--- config.mk ---
export PLATFORM = sky130hd
export DESIGN_NAME = mul_share_arbiter
export DESIGN_NICKNAME = d
export VERILOG_FILES = /design/src/rtl/mul_share_pkg.sv /design/src/rtl/rr_arbiter.sv /design/src/rtl/signed_mul.sv /design/src/rtl/mul_share_arbiter.sv
export SDC_FILE = /design/constraint.sdc
export NUM_CORES = 2
export LEC_CHECK = 0
export CAP_MARGIN = 10
export CORE_MARGIN = 4
export CORE_UTILIZATION = 64
export DETAILED_ROUTE_END_ITERATION = 10
export MAX_ROUTING_LAYER = met4
export PLACE_DENSITY = 0.93
export SYNTH_ARGS = -nofsm -noshare
export SYNTH_HDL_FRONTEND = slang
export SYNTH_HIERARCHICAL = 1
export SYNTH_SLANG_ARGS = --single-unit
--- constraint.sdc ---
create_clock -name clk -period 17.8 [get_ports clk]
set_input_delay 5.34 -clock clk [delete_from_list [all_inputs] [get_ports clk]]
set_output_delay 5.34 -clock clk [all_outputs]
set_load 0.02 [all_outputs]
--- src/rtl/mul_share_pkg.sv ---
// Shared defaults, in-flight record and round-robin helper for the shared multiplier.
package mul_share_pkg;
  localparam int MS_W   = 32;
  localparam int MS_N   = 4;
  localparam int MS_LAT = 2;
  localparam int MS_IDW = $clog2(MS_N);

  // In-flight record at default widths; stage 1 uses a/b, later stages use product.
  typedef struct packed {
    logic                  vld;
    logic [MS_IDW-1:0]     id;
    logic [MS_W-1:0]       a;
    logic [MS_W-1:0]       b;
    logic [2*MS_W-1:0]     product;
  } pipe_rec_t;

  function automatic int next_rr_ptr(input int idx, input int n);
    return (idx + 1 >= n) ? 0 : idx + 1;
  endfunction
endpackage

--- src/rtl/rr_arbiter.sv ---
// Round-robin arbiter: searches from the pointer with wrap, pointer moves past each grant.
module rr_arbiter
  import mul_share_pkg::*;
#(
  parameter  int N   = MS_N,
  localparam int IDW = $clog2(N)
) (
  input  logic           clk,
  input  logic           rst_n,
  input  logic [N-1:0]   req,
  input  logic           enable,
  output logic [N-1:0]   grant,
  output logic [IDW-1:0] grant_idx
);
  logic [IDW-1:0] r_ptr;

  always_comb begin
    logic [IDW:0] j;
    logic         found;
    grant     = '0;
    grant_idx = '0;
    found     = 1'b0;
    j         = '0;
    for (int k = 0; k < N; k++) begin
      j = {1'b0, r_ptr} + (IDW+1)'(k);
      if (j >= (IDW+1)'(N)) j = j - (IDW+1)'(N);
      if (enable && !found && req[j[IDW-1:0]]) begin
        found                 = 1'b1;
        grant[j[IDW-1:0]]     = 1'b1;
        grant_idx             = j[IDW-1:0];
      end
    end
  end

  always_ff @(posedge clk or negedge rst_n) begin
    if (!rst_n)      r_ptr <= '0;
    else if (|grant) r_ptr <= IDW'(next_rr_ptr(int'(grant_idx), N));
  end
endmodule

--- src/rtl/signed_mul.sv ---
// Signed W x W multiplier core producing the full 2W-bit product.
module signed_mul #(
  parameter int W = 32
) (
  input  logic signed [W-1:0]   i_a,
  input  logic signed [W-1:0]   i_b,
  output logic signed [2*W-1:0] o_p
);
  assign o_p = i_a * i_b;
endmodule

--- src/rtl/mul_share_arbiter.sv ---
// One signed multiplier shared by N requesters: round-robin accept, LAT-stage pipe,
// whole-pipe stall when the result is held by the consumer.
module mul_share_arbiter
  import mul_share_pkg::*;
#(
  parameter  int W   = MS_W,
  parameter  int N   = MS_N,
  parameter  int LAT = MS_LAT,
  localparam int IDW = $clog2(N)
) (
  input  logic             clk,
  input  logic             rst_n,
  input  logic [N-1:0]     req_valid,
  input  logic [N*W-1:0]   req_a,
  input  logic [N*W-1:0]   req_b,
  output logic [N-1:0]     req_ready,
  output logic             res_valid,
  output logic [IDW-1:0]   res_id,
  output logic [2*W-1:0]   res_product,
  input  logic             res_ready
);
  typedef struct packed {
    logic [IDW-1:0] id;
    logic [W-1:0]   a;
    logic [W-1:0]   b;
  } op_t;

  typedef struct packed {
    logic [IDW-1:0] id;
    logic [2*W-1:0] product;
  } res_t;

  logic                  w_adv;
  logic                  w_accept;
  logic [N-1:0]          w_grant;
  logic [IDW-1:0]        w_gidx;
  logic signed [W-1:0]   w_a_sel;
  logic signed [W-1:0]   w_b_sel;
  logic signed [2*W-1:0] w_prod;

  logic [LAT:1]          r_vld_pipe;
  op_t                   r_op;
  res_t [LAT:2]          r_res;

  assign w_adv    = !(r_vld_pipe[LAT] && !res_ready);
  assign w_accept = |w_grant;

  // Gating with rst_n keeps req_ready low while reset is held.
  rr_arbiter #(.N(N)) u_arb (
    .clk       (clk),
    .rst_n     (rst_n),
    .req       (req_valid),
    .enable    (w_adv && rst_n),
    .grant     (w_grant),
    .grant_idx (w_gidx)
  );

  always_comb begin
    w_a_sel = '0;
    w_b_sel = '0;
    for (int i = 0; i < N; i++) begin
      if (w_grant[i]) begin
        w_a_sel = req_a[i*W +: W];
        w_b_sel = req_b[i*W +: W];
      end
    end
  end

  signed_mul #(.W(W)) u_mul (
    .i_a (r_op.a),
    .i_b (r_op.b),
    .o_p (w_prod)
  );

  always_ff @(posedge clk or negedge rst_n) begin
    if (!rst_n) begin
      r_vld_pipe <= '0;
      r_op       <= '0;
      r_res      <= '0;
    end else if (w_adv) begin
      r_vld_pipe <= {r_vld_pipe[LAT-1:1], w_accept};
      if (w_accept) r_op <= '{id: w_gidx, a: w_a_sel, b: w_b_sel};
      r_res[2] <= '{id: r_op.id, product: w_prod};
      for (int s = 3; s <= LAT; s++) r_res[s] <= r_res[s-1];
    end
  end

  assign req_ready   = w_grant;
  assign res_valid   = r_vld_pipe[LAT];
  assign res_id      = r_res[LAT].id;
  assign res_product = r_res[LAT].product;
endmodule

Word level (Yosys, flattened, before mapping)
Cells that the tools add are included.
{"block": "op_classes", "n_addsub": 8, "n_reduce_logical": 20, "magnitude_cmp": 13, "bitwise": 4, "n_mux": 40, "mul": 1}
{"operator": "$mux 32", "count": 8}
{"operator": "$mul 32x32->64", "count": 1}
{"operator": "$mux 2", "count": 9}
{"operator": "$mux 4", "count": 4}
{"operator": "$logic_and 1x1->1", "count": 13}
{"operator": "$ge 3x3->1 const B", "count": 4}
{"operator": "$lt 2x3->1 const B", "count": 4}
{"operator": "$or 4x4->4", "count": 3}
{"operator": "$mux 1", "count": 11}
{"operator": "$bmux 1 s2", "count": 4}
{"operator": "$demux 1 s2", "count": 4}
{"operator": "$ge 2x1->1 const B", "count": 4}
{"operator": "$sub 2x1->2 const B", "count": 4}
{"operator": "$add 2x1->3 const B", "count": 2}
{"operator": "$add 2x2->3 const B", "count": 2}
{"operator": "$logic_not 1->1", "count": 5}
{"operator": "$reduce_or 4->1", "count": 1}
{"operator": "$ge 2x3->1 const B", "count": 1}
{"operator": "$reduce_and 2->1", "count": 1}
{"operator": "$not 1->1", "count": 1}
{"block": "totals", "inputBits": 263, "wordCells": 93, "register_bits": 136, "out_inout_bits": 71}

Depth between registers and ports, before layout
{"block": "depth", "word_depth": 22, "ltp_mapped": 29, "depth_no_buf": 27}

Hierarchy
The synthesis kept the hierarchy.
{"module": "signed_mul", "seq_area_each_um2": 0.0, "instances": 1, "cells_each": 3832, "area_each_um2": 36017.0}
{"module": "mul_share_arbiter", "seq_area_each_um2": 3353.2, "instances": 1, "cells_each": 536, "area_each_um2": 6268.5}
{"module": "rr_arbiter", "seq_area_each_um2": 50.0, "instances": 1, "cells_each": 70, "area_each_um2": 616.8}

Worst setup path after synthesis
Ideal clock, no wire load.
{"block": "synth_path", "path_type": "input to output", "start": "in res_ready", "end": "out req_ready[3]", "required_ns": 12.460, "path_stages": 10, "path_slack_ns": 5.417, "path_buffers": 3, "arrival_ns": 7.043, "cell_sequence": "nor2b_4 > buf_6 > buf_2 > buf_2 > nor2b_1 > nor2b_1 > a2bb2oi_2 > nor4_4 > a221oi_1 > inv_1"}
{"block": "synth_between", "elab_chain_cells": 18, "elab_cells_between_ends": 24, "classes_between": "mux (7); bitwise (3); reduce/logical (14)"}
{"element": "from (decl)", "line": "mul_share_arbiter.sv:20", "text": "input logic res_ready"}
{"element": "$logic_not 1->1 (*)", "line": "mul_share_arbiter.sv:45", "text": "assign w_adv = !(r_vld_pipe[LAT] && !res_ready);"}
{"element": "$logic_and 1x1->1 (*)", "line": "mul_share_arbiter.sv:45"}
{"element": "$logic_not 1->1 (*)", "line": "mul_share_arbiter.sv:45"}
{"element": "$logic_and 1x1->1 (*)", "line": "mul_share_arbiter.sv:53", "text": ".enable (w_adv && rst_n),"}
{"element": "$logic_and 1x1->1", "line": "rr_arbiter.sv:27", "text": "if (enable && !found && req[j[IDW-1:0]]) begin"}
{"element": "$mux 1", "line": "rr_arbiter.sv:27"}
{"element": "$logic_not 1->1", "line": "rr_arbiter.sv:27"}
{"element": "$logic_and 1x1->1 (2 in series)", "line": "rr_arbiter.sv:27"}
{"element": "$mux 1", "line": "rr_arbiter.sv:27"}
{"element": "$logic_not 1->1", "line": "rr_arbiter.sv:27"}
{"element": "$logic_and 1x1->1 (2 in series)", "line": "rr_arbiter.sv:27"}
{"element": "$mux 1", "line": "rr_arbiter.sv:27"}
{"element": "$logic_not 1->1", "line": "rr_arbiter.sv:27"}
{"element": "$logic_and 1x1->1 (2 in series)", "line": "rr_arbiter.sv:27"}
{"element": "$mux 4 (*)", "line": "rr_arbiter.sv:27"}
{"element": "to (decl)", "line": "mul_share_arbiter.sv:16", "text": "output logic [N-1:0] req_ready,"}
Mark *: on every way between the ends. The rest lies on a longest branch, timed or not.

Worst setup path in the final report
{"block": "layout_path", "start": "in rst_n", "end": "out req_ready[1]"}
{"block": "layout_between", "elab_chain_cells": 15, "elab_cells_between_ends": 21, "classes_between": "mux (7); bitwise (3); reduce/logical (11)"}
{"element": "from (decl)", "line": "mul_share_arbiter.sv:12", "text": "input logic rst_n,"}
{"element": "$logic_and 1x1->1 (*)", "line": "mul_share_arbiter.sv:53"}
{"element": "$logic_and 1x1->1", "line": "rr_arbiter.sv:27"}
{"element": "$mux 1", "line": "rr_arbiter.sv:27"}
{"element": "$logic_not 1->1", "line": "rr_arbiter.sv:27"}
{"element": "$logic_and 1x1->1 (2 in series)", "line": "rr_arbiter.sv:27"}
{"element": "$mux 1", "line": "rr_arbiter.sv:27"}
{"element": "$logic_not 1->1", "line": "rr_arbiter.sv:27"}
{"element": "$logic_and 1x1->1 (2 in series)", "line": "rr_arbiter.sv:27"}
{"element": "$mux 1", "line": "rr_arbiter.sv:27"}
{"element": "$logic_not 1->1", "line": "rr_arbiter.sv:27"}
{"element": "$logic_and 1x1->1 (2 in series)", "line": "rr_arbiter.sv:27"}
{"element": "$mux 4 (*)", "line": "rr_arbiter.sv:27"}
Marks and branches as above.

==> Implementation_results.wiki <==
{| class="wikitable"
! Metric !! Value
|-
| Clock tree from TritonCTS || yes
|-
| TNS Setup || 0 ns
|-
| Async S/R FF share, synth || 100%
|-
| DRC violation count after routing || 0
|-
| Number of H-tree levels || 4
|-
| Crit path capture type || primary output
|-
| Detailed Place HPWL || 97300 um
|-
| Slew Limit Headroom || 34.1%
|-
| Final-report hold violation count || 0
|-
| Die Outline Area || 71200 sq um
|-
| Cell family with the largest share of critical-path delay || buffers and inverters
|-
| Clk_lat worst skew || roughly 0.45 ns
|-
| Max cap viols || 0
|-
| Number of buffers added by the clock tree synthesis step || 17
|-
| Setup violations, final || 0
|-
| Commonest non-fill, non-tap cell in the layout || sky130_fd_sc_hd__fa_1
|-
| Final WS setup || 3.34 ns
|-
| Maximum fanout encountered on the critical timing path || just under 80
|-
| Drt via density || just over 6
|-
| Mean instance size in the synthesized netlist || a little under 10 sq um
|-
| Worst path cell trace || buf_6 -> nor2b_1 -> nor2b_1 -> a2bb2oi_2 -> nor4_4 -> a221oi_1 -> inv_2 -> buf_4 -> clkdlybuf4s50_1
|-
| Yosys cell types || 84
|-
| Number of synthesized flops with an enable pin || 0
|-
| Number of standard cells after synthesis || 4438
|-
| # hold bufs at CTS || 0
|-
| Area overhead of the layout relative to synthesis || 10.6%
|-
| Clock-pin transition on the worst setup and hold timing paths || 0.06 ns
|-
| Wire length of the first global-routing pass || 206000 um
|-
| Share of layout cells above drive strength 1 || between 4 and 5%
|-
| Post-layout net count || 6128
|-
| Highest-delay cell along the critical path || sky130_fd_sc_hd__clkdlybuf4s50_1
|-
| Number of vias in the routed layout || around 34000
|-
| Synthesized Nets || 5971
|-
| Sink count of the clock tree || 136
|-
| Number of buffers inserted to repair setup after CTS || 0
|-
| Total routing resource utilization after global routing || 38.8%
|-
| Final weighted congestion in routability-driven placement || 0.976
|-
| Height of the die || 267 um
|-
| Mapped Area || about 43000 sq um
|-
| Top_reg_cell synth || sky130_fd_sc_hd__dfrtp_1
|-
| Initial antenna violation count || 3
|-
| Shortest clock period the worst path allows after layout || roughly 14 ns
|-
| Largest stage delay on the critical path || 0.76 ns
|-
| Initial Util || 64.9%
|-
| Share of synthesized area occupied by flip-flops and latches || 7.93%
|-
| Worst setup slack before clock tree synthesis || 3.39 ns
|-
| Commonest cells after routing, fill and taps aside || sky130_fd_sc_hd__fa_1, sky130_fd_sc_hd__inv_1, sky130_fd_sc_hd__nand2_1
|-
| Fraction of the cycle the final worst path needs || between 80% and 90%
|-
| Boundary pin count || around 330
|-
| Detailed-route wire length || 129000 um
|-
| Maximum root-to-sink buffer count || 2
|-
| Crit path required time || approximately 12 ns
|-
| Result of the run || complete, no violations
|-
| Arrival time of data at the critical path endpoint || slightly above 9 ns
|-
| Hold crit path type || reg2reg
|-
| Core Box Area || 66100 sq um
|-
| Setup repair after global routing missed its margin || no
|-
| Kind of critical path || in2out
|-
| Number of global-route vias before repair || 38200
|-
| Buf/Inv on CP || 4
|-
| Iter 0 DRT Violations || 3285
|-
| Maximum clock rate || 0.0692 GHz
|-
| #FFs+latches synth || 136
|-
| Post-DRT Antenna Nets || 0
|-
| Average detailed-routed wire length per instance || 23.6 um
|-
| Worst Skew || 0.0137 ns
|-
| Rows || 94
|-
| Aggregate global routing overflow || 0
|-
| I/O Buffers || roughly 330
|-
| Transition at the pin with the smallest max-transition slack || 0.988 ns
|-
| YS warnings || 6
|-
| CP most frequent cell || sky130_fd_sc_hd__nor2b_1
|-
| Count of cells resized by post-cts repair || 0
|-
| Pin count of the biggest net entering global routing || 83
|-
| Die width || 267 um
|-
| Final Slew Violations || 0
|-
| Drt first pass iters || 6
|-
| Crit start category || primary input
|-
| Internal reg-to-reg setup slack || 8.70 ns
|-
| CTS root buf || sky130_fd_sc_hd__clkbuf_16
|}
area by class of cell:
cell class | instances | area, sq um
Sequential cell | 136 | 3420
Timing Repair Buffer | 406 | 3920
Tap cell | 864 | 1080
Antenna cell | 3 | 7.51
Clock buffer | 18 | 429
Clock inverter | 14 | 161
Fill cell | 4417 | 18600
Inverter | 965 | 3620
Multi-Input combinational cell | 3069 | 34800
path summary, 6_finish.rpt:
| check | startpoint | end | depth (start not counted) |
|---|---|---|---|
| max in group asynchronous | rst_n | res_product[44]$_DFFE_PN0N_ | 2 |
| max | rst_n | req_ready[1] | 9 |
| min in group asynchronous | rst_n | res_product[19]$_DFFE_PN0N_ | 1 |
| min reg2reg | r_vld_pipe[1]$_DFFE_PN0N_ | r_vld_pipe[2]$_DFFE_PN0N_ | 1 |
| max reg2reg | r_op[5]$_DFFE_PN0P_ | res_product[60]$_DFFE_PN0N_ | 28 |
| min | r_vld_pipe[1]$_DFFE_PN0N_ | r_vld_pipe[2]$_DFFE_PN0N_ | 1 |
layer usage:
layer / wire [um] / share of wire [%] / global-route usage (%)
met1: 44100 / 34 / 46.6
met2: 61600 / 48 / 61.0
met3: 16000 / 12 / 11.3
met4: 7460 / 5.8 / 18.5
met5: 0 / 0 / -
flip-flops by register name (all words and copies together), names as in the netlist, named ones only:
signal / count
r_op: 66
r_vld_pipe: 2
res_id: 2
res_product: 64
u_arb/r_ptr: 1
synthesized netlist by cell type, drive strengths merged (3+ instances only):
master / instances / area [sq um]
a31oi: 8 / 56.3
mux2: 69 / 781
ha: 188 / 2350
and3: 5 / 31.3
o21bai: 13 / 97.6
and2: 514 / 3220
nand2b: 11 / 68.8
clkbuf: 243 / 912
o21ai: 105 / 529
a21oi: 64 / 332
xor2: 20 / 175
or2: 3 / 18.8
a21o: 36 / 270
xnor2: 50 / 438
mux2i: 6 / 60.1
nor2: 49 / 184
nor3b: 4 / 30.0
nor2b: 15 / 116
dfrtp: 136 / 3400
o211ai: 6 / 55.1
o21a: 4 / 30.0
fa: 1082 / 21700
nand2: 530 / 1990
nor3: 9 / 50.1
a41oi: 3 / 33.8
o31ai: 67 / 508
nand3: 17 / 90.1
buf: 25 / 176
a211oi: 8 / 82.6
inv: 965 / 3620
mux4: 3 / 67.6
a2111oi: 3 / 51.3
o22ai: 65 / 413
a221oi: 73 / 652
nand4: 9 / 56.3
kinds of logic (layout without fill, tap and decap cells):
group / Yosys count / after routing / share of synthesized area [%]
other cells: 0 / 3 / 0
compound gates: 475 / 475 / 7.71
flops: 136 / 136 / 7.93
mux: 78 / 78 / 2.12
buf+inv: 1233 / 1403 / 11.0
fa+ha+maj: 1270 / 1270 / 56.0
xor+xnor: 70 / 70 / 1.43
simple gates: 1176 / 1176 / 13.9
per-stage QoR:
step	instances	util [%]	area, sq um	hold WS [ns]
detailed placement	5438	70.8	46800	0.462
global route	5474	71.8	47400	0.494
global placement	5438	70.8	46800	0.452
floorplan	4438	-	42900	0.439
CTS	5470	71.7	47400	0.477
finish	5475	71.8	47500	0.478
Power is not shown: default switching activity piles up to over one toggle a cycle in this logic, so the estimate is an artifact.
